### config.mk
export PLATFORM = sky130hd
export DESIGN_NAME = ahb_arbiter
export DESIGN_NICKNAME = d
export VERILOG_FILES = /design/src/rtl/ahb_arbiter.sv
export SDC_FILE = /design/constraint.sdc
export NUM_CORES = 1
export LEC_CHECK = 0
export CELL_PAD_IN_SITES_DETAIL_PLACEMENT = 1
export CELL_PAD_IN_SITES_GLOBAL_PLACEMENT = 1
export CORE_UTILIZATION = 37
export DETAILED_ROUTE_END_ITERATION = 12
export GPL_TIMING_DRIVEN = 0
export PLACE_DENSITY = 0.85
export SLEW_MARGIN = 20
export SYNTH_ARGS = -nofsm -noshare
export SYNTH_HDL_FRONTEND = slang
export SYNTH_SLANG_ARGS = --single-unit
### constraint.sdc
create_clock -name HCLK -period 2.7 [get_ports HCLK]
set_input_delay 0.405 -clock HCLK [delete_from_list [all_inputs] [get_ports HCLK]]
set_output_delay 0.405 -clock HCLK [all_outputs]
set_load 0.005 [all_outputs]
### src/rtl/ahb_arbiter.sv
// Round-robin AHB-Lite bus arbiter with fixed-length burst and locked-sequence
// grant freezing; also tracks the address- and data-phase owners for bus muxes.
module ahb_arbiter #(
    parameter int NUM_M = 3
) (
    input  logic             HCLK,
    input  logic             HRESET,
    input  logic [NUM_M-1:0] HBUSREQ,
    input  logic [NUM_M-1:0] HLOCK,
    input  logic [1:0]       HTRANS,
    input  logic [2:0]       HBURST,
    input  logic             HREADY,
    output logic [NUM_M-1:0] HGRANT,
    output logic [1:0]       HMASTER,
    output logic [1:0]       HMASTER_D,
    output logic             HMASTLOCK
);

    typedef enum logic [1:0] {ARB, BURST, LOCKED} state_t;

    localparam logic [1:0] TR_IDLE   = 2'b00;
    localparam logic [1:0] TR_BUSY   = 2'b01;
    localparam logic [1:0] TR_NONSEQ = 2'b10;
    localparam logic [1:0] TR_SEQ    = 2'b11;
    localparam logic [2:0] BR_INCR   = 3'b001;

    state_t           state_q, state_d;
    logic [1:0]       gnt_q, gnt_d, winner;
    logic [3:0]       cnt_q, cnt_d;
    logic             arb_en;
    logic [3:0]       req_x, lock_x;
    logic [NUM_M-1:0] gnt_oh;

    // Widen to 4 so a 2-bit index is always in range regardless of NUM_M.
    assign req_x  = 4'(HBUSREQ);
    assign lock_x = 4'(HLOCK);

    // Search starts one past the current owner; k == NUM_M revisits the owner
    // so a sole requester keeps the bus.
    always_comb begin
        logic       found;
        logic [1:0] idx;
        winner = 2'd0;
        found  = 1'b0;
        for (int k = 1; k <= NUM_M; k++) begin
            idx = 2'((int'(gnt_q) + k) % NUM_M);
            if (!found && req_x[idx]) begin
                winner = idx;
                found  = 1'b1;
            end
        end
    end

    always_comb begin
        state_d = state_q;
        cnt_d   = cnt_q;
        gnt_d   = gnt_q;
        arb_en  = 1'b0;
        if (HREADY) begin
            unique case (state_q)
                ARB: begin
                    if (HTRANS == TR_NONSEQ && HBURST[2:1] != 2'b00) begin
                        // Lock wins over burst entry; either way the grant freezes.
                        if (lock_x[gnt_q]) begin
                            state_d = LOCKED;
                        end else begin
                            state_d = BURST;
                            unique case (HBURST[2:1])
                                2'b01:   cnt_d = 4'd3;
                                2'b10:   cnt_d = 4'd7;
                                default: cnt_d = 4'd15;
                            endcase
                        end
                    end else if (HTRANS == TR_IDLE ||
                                 (HTRANS == TR_NONSEQ && HBURST != BR_INCR)) begin
                        arb_en = 1'b1;
                    end
                end
                BURST: begin
                    if (HTRANS == TR_SEQ) begin
                        if (cnt_q == 4'd1) begin
                            arb_en = 1'b1;
                            cnt_d  = 4'd0;
                        end else if (cnt_q != 4'd0) begin
                            cnt_d = cnt_q - 4'd1;
                        end
                    end else if (HTRANS != TR_BUSY) begin
                        arb_en = 1'b1;
                        cnt_d  = 4'd0;
                    end
                end
                LOCKED: begin
                    if (!lock_x[gnt_q] && (HTRANS == TR_IDLE || HTRANS == TR_NONSEQ))
                        arb_en = 1'b1;
                end
                default: state_d = ARB;
            endcase
            if (arb_en) begin
                gnt_d   = winner;
                state_d = lock_x[winner] ? LOCKED : ARB;
            end
        end
    end

    always_comb begin
        for (int i = 0; i < NUM_M; i++)
            gnt_oh[i] = (gnt_d == 2'(i));
    end

    always_ff @(posedge HCLK) begin
        if (HRESET) begin
            state_q   <= ARB;
            cnt_q     <= 4'd0;
            gnt_q     <= 2'd0;
            HGRANT    <= NUM_M'(1);
            HMASTER   <= 2'd0;
            HMASTER_D <= 2'd0;
            HMASTLOCK <= 1'b0;
        end else begin
            state_q <= state_d;
            cnt_q   <= cnt_d;
            gnt_q   <= gnt_d;
            HGRANT  <= gnt_oh;
            if (HREADY) begin
                HMASTER   <= gnt_q;
                HMASTER_D <= HMASTER;
                HMASTLOCK <= lock_x[gnt_q];
            end
        end
    end

endmodule
Yosys cells after proc, flatten, opt, wreduce, memory -nomap -nowiden
Cells that the tools add are included.
{"block": "op_classes", "eq_ne": 17, "addsub": 4, "n_shift": 0, "div_mod_pow": 3, "magnitude_cmp": 5, "muxes": 38, "n_reduce_logical": 19, "bitwise": 0, "multipliers": 0}
{"cell": "modulo 32 x 3 -> 32 bit, second input constant", "count": 3}
{"cell": "2-to-1 mux 4 bit", "count": 6}
{"cell": "2-to-1 mux 2 bit", "count": 9}
{"cell": "case mux 4 bit (2 select lines)", "count": 2}
{"cell": "< comparator 2 x 3 -> 1 bit, second input constant", "count": 5}
{"cell": "2-to-1 mux 1 bit", "count": 14}
{"cell": "binary-select mux 1 bit (select 2 bit)", "count": 5}
{"cell": "== test 2 bit, second input constant", "count": 5}
{"cell": "adder 2 x 2 -> 3 bit, second input constant", "count": 2}
{"cell": "== test 2 x 1 -> 1 bit, second input constant", "count": 3}
{"cell": "logical NOT 2 bit", "count": 3}
{"cell": "inequality test 3 bit, second input constant", "count": 2}
{"cell": "AND reduction 6 bit", "count": 1}
{"cell": "logical AND 1 bit", "count": 5}
{"cell": "== test 4 x 1 -> 1 bit, second input constant", "count": 1}
{"cell": "inequality test 2 x 1 -> 1 bit, second input constant", "count": 2}
{"cell": "inequality test 2 bit, second input constant", "count": 2}
{"cell": "inequality test 4 bit, second input constant", "count": 1}
{"cell": "case mux 2 bit (2 select lines)", "count": 1}
{"cell": "nonzero test 2 bit", "count": 2}
{"cell": "nonzero test 4 bit", "count": 1}
{"cell": "subtractor 4 x 1 -> 4 bit, second input constant", "count": 1}
{"cell": "adder 2 x 1 -> 3 bit, second input constant", "count": 1}
{"cell": "logical NOT 1 bit", "count": 3}
{"cell": "5 further kinds", "count": 6}
{"block": "word_totals", "ff_bits": 16, "romBits": 0, "input_bits": 14, "wordCells": 93, "output_inout_bits": 8, "latchBits": 0, "n_memories": 0, "mem_bits_rw": 0}

Depth between registers and ports, before layout
Gate-level depths: netlist (run 1).
{"block": "logic_depth", "word_depth": 15, "depth_mapped": 8, "depth_no_buf": 8}

Worst setup path after synthesis (run 1)
No wires, ideal clock.
{"block": "synth_path", "path_type": "input port to flip-flop", "startpoint": "input HBURST[1]", "endpoint": "register HGRANT[0]", "arrival_ns": 1.810, "n_path_buf": 0, "setup_slack_ns": 0.768, "stages": 8, "required_ns": 2.578, "setup_ns": 0.122, "cell_sequence": "inv_1 ha_1 nand2b_1 and3_1 a32o_2 o21ai_2 nor2_1 a311o_1"}
{"block": "synth_between", "elab_chain_len": 10, "word_cells_on_any_way": 12, "classes_between": "1 x eq/ne; 6 x mux; 5 x reduce/logical"}
{"item": "from (decl)", "line": "11", "source": "input logic [2:0] HBURST,"}
{"item": "inequality test 3 x 1 -> 1 bit", "line": "75", "source": "(HTRANS == TR_NONSEQ && HBURST != BR_INCR)) begin"}
{"item": "logical AND 1 bit", "line": "75"}
{"item": "logical OR 1 bit", "line": "74", "source": "end else if (HTRANS == TR_IDLE ||"}
{"item": "2-to-1 mux 1 bit", "line": "74"}
{"item": "2-to-1 mux 1 bit *", "line": "62", "source": "if (HTRANS == TR_NONSEQ && HBURST[2:1] != 2'b00) begin"}
{"item": "case mux 1 bit (3 select lines) *", "line": "60", "source": "unique case (state_q)"}
{"item": "2-to-1 mux 1 bit *", "line": "59", "source": "if (HREADY) begin"}
{"item": "2-to-1 mux 2 bit *", "line": "98", "source": "if (arb_en) begin"}
{"item": "2-to-1 mux 2 bit *", "line": "59"}
{"item": "logical NOT 2 bit *", "line": "107", "source": "gnt_oh[i] = (gnt_d == 2'(i));"}
{"item": "to (signal assigned)", "line": "123", "source": "HGRANT <= gnt_oh;"}
{"item": "to (decl)", "line": "13", "source": "output logic [NUM_M-1:0] HGRANT,"}
Every way passes the cells marked *; elsewhere a longest branch is shown, timed or not. The select of a mux whose other input is x is not followed.
A chain may end at the register's enable or synchronous reset.

Final worst setup path (run 1)
{"block": "layout_path", "startpoint": "input HBURST[1]", "endpoint": "register cnt_q[2]"}
{"block": "layout_between", "elab_chain_len": 5, "word_cells_on_any_way": 10, "classes_between": "3 x eq/ne; 4 x mux; 3 x reduce/logical"}
{"item": "== test 2 bit / == test 2 x 1 -> 1 bit (equally long branches)", "line": "68", "source": "unique case (HBURST[2:1])"}
{"item": "case mux 4 bit (2 select lines)", "line": "68"}
{"item": "2-to-1 mux 4 bit", "line": "64", "source": "if (lock_x[gnt_q]) begin"}
{"item": "2-to-1 mux 4 bit", "line": "62"}
{"item": "case mux 4 bit (2 select lines)", "line": "60"}
{"item": "to (signal assigned)", "line": "121", "source": "cnt_q <= cnt_d;"}
{"item": "to (decl)", "line": "29", "source": "logic [3:0] cnt_q, cnt_d;"}
Several ways; a longest one is shown, not always the timed one. The select of a mux whose other input is x is not followed.

==> impl_metrics.toml, run 1 <==
[status]
outcome = "completed"

[placement]
io_buffers = 20
dpl.hpwl_um = 2085
dpl-instance-area_mm2 = 0.001295
place.gp.congestion = 0.7629

[floorplan]
start_util = 0.3863
die_y_um = 55.43
ioPinCount = 22
core_area_mm2 = 0.002734
row_count = 19
dieArea_mm2 = 0.003072
fp.dieW_um = 55.43

[clock_tree]
htree_levels = 1
cts_resized = 0
cts.clk_slew.worst_paths_ps = 100
cts_setup_buffers = 0
clk_path_buf_depth = 2
root_buffer = "clkbuf_4"
numClockSinks = 16
postCtsHoldBufs = 0
insertion_delay_ps = 290
tritoncts = "done"
cts_buffers = 3

[grt]
grt_overflow = 0
grt_pass1_wl_um = 4526
grt_max_degree = 11
antenna_found_initial = 0
grt_pass1_vias = 1022
grtUsageTotal = 0.1855

[setup_path]
crit_type = "in -> reg"
cp_cell_sequence = "clkdlybuf4s50_1, inv_1, ha_1, nand2b_1, nor2_1, a31oi_2, a311oi_4, o21ai_1, a32o_1"
path_max_fanout = 8
critPathArrivalTime_ps = 2510
cp_slowest_cell = "clkdlybuf4s50_1"
max_stage_delay_ps = 480
start_kind = "input pin"
cp_data_required_time_ps = 2890
end_kind = "register"

[sta]
worstMarginPinSlew_ps = 534.6
period_share = 0.8577
slew_violations = 0
clock_skew_ps = 2.508
min_period_ps = 2316
rsz0062_at_grt = "no"
hold_viol = 0
holdWs_ps = 326.0
slew_headroom = 0.6390
finalSetupTns_ps = 0
maxClockFrequency_ghz = 0.4318
setup_violations = 0

[synth]
synthTopCellsByArea = "dfxtp_1 (30%), ha_1 (12%), inv_1 (5.3%)"
synth_seq_cells = 16
synth_top_area_frac = 0.3033
synth_area_leader_cell = "dfxtp_1"
synthesis.area_mm2 = 0.001056
syn_inst = 120
yosysSeqAreaShare = 0.3033
synth_edf_count = 0
async_flop_share = 0
ys.flop_type = "dfxtp_1"
syn_nets = 144
ys_warn_count = 0
avgSynthCellArea_um2 = 8.800
synth_cell_type_count = 40

[routing]
detail-route-antenna-nets = 0
routed_wl_um = 2633
drc_errors = 0
wl_per_cell_um = 15.05
vias = 986
dr.pass1.iters = 4
drt_first_iter_violations = 12
viasPerCell = 5.634

[finish]
final_area_mm2 = 0.001331
regArea_um2 = 320.3
nFillCells = 332
antenna_cells = 0
finish.utilization = 0.4870
multi_input_area_um2 = 664.4
fin_nets = 169
layout-drive-gt1-share = 0.1042
syn2layout_area_growth_pct = 26.07

[worst_hold_path]
min_path_type = "in -> reg"

[power_and_ir_drop]
leakage_nw = 0.5456
peakVddDrop_uv = 353.8
p_total_w = 0.0005440
power_density_mw_per_mm2 = 408.6

[job]
cap_violations = 0
[metrics by stage]
step | std cells | setup slack [ps]
2_1_floorplan | 120 | 767.6
3_3_place_gp | 171 | 160.0
3_5_place_dp | 171 | 70.78
4_1_cts | 175 | 391.1
5_1_grt | 175 | 212.6
6_report | 175 | 384.3
[flip-flops by register name, summed over array words and instances (netlist names)]
name       count
HGRANT         3
cnt_q          4
HMASTER_D      2
state_q        2
HMASTER        2
gnt_q          2
HMASTLOCK      1
[final timing paths]
kind | slack [ps] | startpoint | endpoint | cells after the start
worst max register to register | 520 | gnt_q[1] | cnt_q[2] | 6
worst min-delay path | 330 | HREADY | HMASTLOCK | 2
worst min register to register | 500 | HMASTLOCK | HMASTLOCK | 2
worst max-delay path | 380 | HBURST[1] | cnt_q[2] | 9
[critical path, delay by kind of cell]
family          cells  cell delay (ps)
buf+inv             2              540
simple gates        2              350
compound gates      4             1020
fa+ha+maj           1              180
[logic make-up (layout without fill, tap and decap cells)]
family	Yosys count	count (layout)	share of synthesized area
muxes	6	6	0.06161
buffers and inverters	17	41	0.06753
xor gates and xnor gates	1	1	0.008295
AOI/OAI and AO/OA	32	32	0.2536
adders and majority gates	10	10	0.1185
DFF	16	16	0.3033
and+or+nand+nor	38	38	0.1872
[cells in the mapped netlist, drive strengths merged (2+ instances only)]
| master | count |
|---|---|
| dfxtp | 16 |
| inv | 15 |
| nor2 | 13 |
| a21oi | 10 |
| ha | 10 |
| mux2i | 5 |
| nand2 | 4 |
| nand3 | 4 |
| o21ai | 4 |
| a311oi | 3 |
| nand4 | 3 |
| o221ai | 3 |
| a211oi | 2 |
| a31oi | 2 |
| a32o | 2 |
| and3 | 2 |
| nand2b | 2 |
| nor2b | 2 |
| nor3 | 2 |
| or2 | 2 |
[layout by cell type (no fill, tap or decap), types with 4 or more instances in the layout]
cell type | synthesis | routed
a21oi_1 | 9 | 9
clkdlybuf4s50_1 | 0 | 20
dfxtp_1 | 16 | 16
ha_1 | 10 | 10
inv_1 | 15 | 15
mux2i_1 | 5 | 5
nand2_1 | 4 | 4
nand3_1 | 4 | 4
nor2_1 | 13 | 13
[layer usage]
| metal | share of wire | GRT usage | vias up |
|---|---|---|---|
| li1 | - | - | 478 |
| met1 | 0.42 | 0.2079 | 474 |
| met2 | 0.53 | 0.3322 | 30 |
| met3 | 0.049 | 0.05855 | 4 |
| met4 | 0.0095 | 0.05714 | 0 |
| met5 | 0 | 0 | - |
[where the power goes]
part | internal, W | leakage [nW] | switching (W)
sequential | 0.000245 | 0.130 | 0.00000803
clock | 0.0000822 | 0.0210 | 0.0000825
combinational | 0.0000622 | 0.395 | 0.0000638
[cell type report]
class / instances / area share
Multi-Input combinational cell: 87 / 0.4991
Buffer: 2 / 0.01128
Inverter: 15 / 0.04229
Timing Repair Buffer: 20 / 0.1504
Tap cell: 31 / 0.02914
Clock buffer: 4 / 0.02726
Sequential cell: 16 / 0.2406
No activity file was read; power rests on OpenSTA's default activity.
==> inputs of run 2 (changes only) <==
Settings changed: CORE_MARGIN from default to 2, GPL_TIMING_DRIVEN 0 to default.
==> run 2 against run 1 <==
- die area is 7.3% higher
- global-route usage is 0.89 points lower
- register-to-register slack worse by 60 ps
- cell count is 0.57% higher
- first-iteration DRC count is 100% higher
- power is 1.4% higher
- clock-buffer cell count stayed put
- design area is 0.75% higher
- clock power is 4% higher
- non-clock buffer count is 1 higher
- clock skew is 2.1 ps higher
- critical path depth stayed put
==> impl_metrics.toml, run 2 (same netlist as run 1, synthesis figures left out) <==
[status]
outcome = "completed"

[power_and_ir_drop]
peakVddDrop_uv = 231.5
seq_power_share = 0.460
p_clk_frac = 0.309
intPower_w = 0.0003915
comb_power_share = 0.231
p_sw_w = 0.0001599
power_density_mw_per_mm2 = 411.1
leakage_nw = 0.5514
swShare = 0.2900

[routing]
wl_per_cell_um = 15.44
detail-route-antenna-nets = 0
dr.pass1.iters = 4
routed_wl_um = 2718
drt_first_iter_violations = 24
vias = 977
viasPerCell = 5.551
drc_errors = 0

[sta]
clock_skew_ps = 4.636
period_share = 0.8614
rsz0062_at_grt = "no"
slew_headroom = 0.6145
slew_violations = 0
holdWs_ps = 518.0
maxClockFrequency_ghz = 0.4300
min_period_ps = 2326
setup_violations = 0
finalSetupTns_ps = 0
hold_viol = 0
worstMarginPinSlew_ps = 570.7

[setup_path]
cp_data_required_time_ps = 2890
end_kind = "register"
crit_type = "in -> reg"
path_max_fanout = 8
critPathArrivalTime_ps = 2520
start_kind = "input pin"

[placement]
io_buffers = 21
dpl.hpwl_um = 2099
place.gp.congestion = 0.8383

[clock_tree]
cts_resized = 0
numClockSinks = 16
cts.clk_slew.worst_paths_ps = 110
tritoncts = "done"
cts_buffers = 3
insertion_delay_ps = 300
postCtsHoldBufs = 0
clk_path_buf_depth = 2
cts_setup_buffers = 0
htree_levels = 1
root_buffer = "clkbuf_4"

[floorplan]
core_area_mm2 = 0.002734
ioPinCount = 22
row_count = 19
dieArea_mm2 = 0.003298
fp.dieW_um = 57.43
die_y_um = 57.43
start_util = 0.3863

[grt]
grt_pass1_vias = 997
grt_pass1_wl_um = 4526
grt_max_degree = 13
grt_overflow = 0
antenna_found_initial = 0
grtUsageTotal = 0.1766

[finish]
layout-drive-gt1-share = 0.1103
syn2layout_area_growth_pct = 27.01
antenna_cells = 0
mostFrequentLayoutCell = "clkdlybuf4s50_1"
nFillCells = 349
top_register = "cnt_q"
layout_common_cells = "clkdlybuf4s50_1 (21), dfxtp_1 (16), inv_1 (15)"
fin_nets = 170
largest_reg_flops = 4
reg_top3 = "cnt_q: 4 flops, HGRANT: 3 flops"

[job]
cap_violations = 0

[worst_hold_path]
min_path_type = "reg -> reg"
==> run 2: cell types whose count changed in the layout (fill, tap and decap cells not counted) <==
| cell | before | now |
|---|---|---|
| buf_4 | 0 | 2 |
| buf_6 | 1 | 0 |
| clkbuf_1 | 1 | 0 |
| clkdlybuf4s50_1 | 20 | 21 |
==> run 2: through the flow <==
| step | utilization | instance area, um^2 | std cells | worst slack, ps | total power (W) |
|---|---|---|---|---|---|
| 2_1_floorplan | - | 1056 | 120 | 767.6 | 0.0003323 |
| 5_1_grt | 0.4906 | 1341 | 176 | 270.9 | 0.0005769 |
| 6_report | 0.4906 | 1341 | 176 | 374.4 | 0.0005515 |
| 3_3_place_gp | 0.4773 | 1305 | 172 | 215.4 | 0.0003791 |
| 3_5_place_dp | 0.4773 | 1305 | 172 | 73.94 | 0.0003856 |
| 4_1_cts | 0.4906 | 1341 | 176 | 394.1 | 0.0005578 |
==> run 2: final timing paths <==
| kind | depth (start not counted) | slack [ps] | end | from |
|---|---|---|---|---|
| worst min register to register | 2 | 520 | HMASTER_D[0] | HMASTER_D[0] |
| worst max register to register | 8 | 460 | state_q[1] | gnt_q[0] |
| worst min-delay path | 2 | 520 | HMASTER_D[0] | HMASTER_D[0] |
| worst max-delay path | 9 | 370 | cnt_q[2] | HBURST[1] |
==> run 2: cell type report <==
cell class,instances,area (um^2),share of cell area
Clock buffer,4,36.28,0.02705
Sequential cell,16,320.3,0.2388
Inverter,15,56.30,0.04198
Tap cell,31,38.79,0.02892
Multi-Input combinational cell,87,664.4,0.4953
Timing Repair Buffer,23,225.2,0.1679
==> run 2: worst max-delay path, stage by stage <==
cell,delay [ps]
clkdlybuf4s50_1,480
inv_1,60
ha_1,180
nand2b_1,150
nor2_1,200
a31oi_2,140
a311oi_4,460
o21ai_1,150
a32o_1,290
==> run 2: routing by layer <==
layer	up-vias	track usage	routed length (um)
met4	0	0.06977	59
li1	484	-	-
met5	-	0	0
met3	9	0.04535	144
met1	457	0.1958	1128
met2	27	0.3182	1385
==> run 2: power by group through the flow <==
stage	clock (W)	combinational (W)	sequential, W
after detailed placement	0	0.000126	0.000259
after CTS	0.000176	0.000128	0.000254
after global routing	0.000181	0.000141	0.000255
after global placement	0	0.000121	0.000258
after floorplan	0	0.0000751	0.000257
final	0.000171	0.000127	0.000254
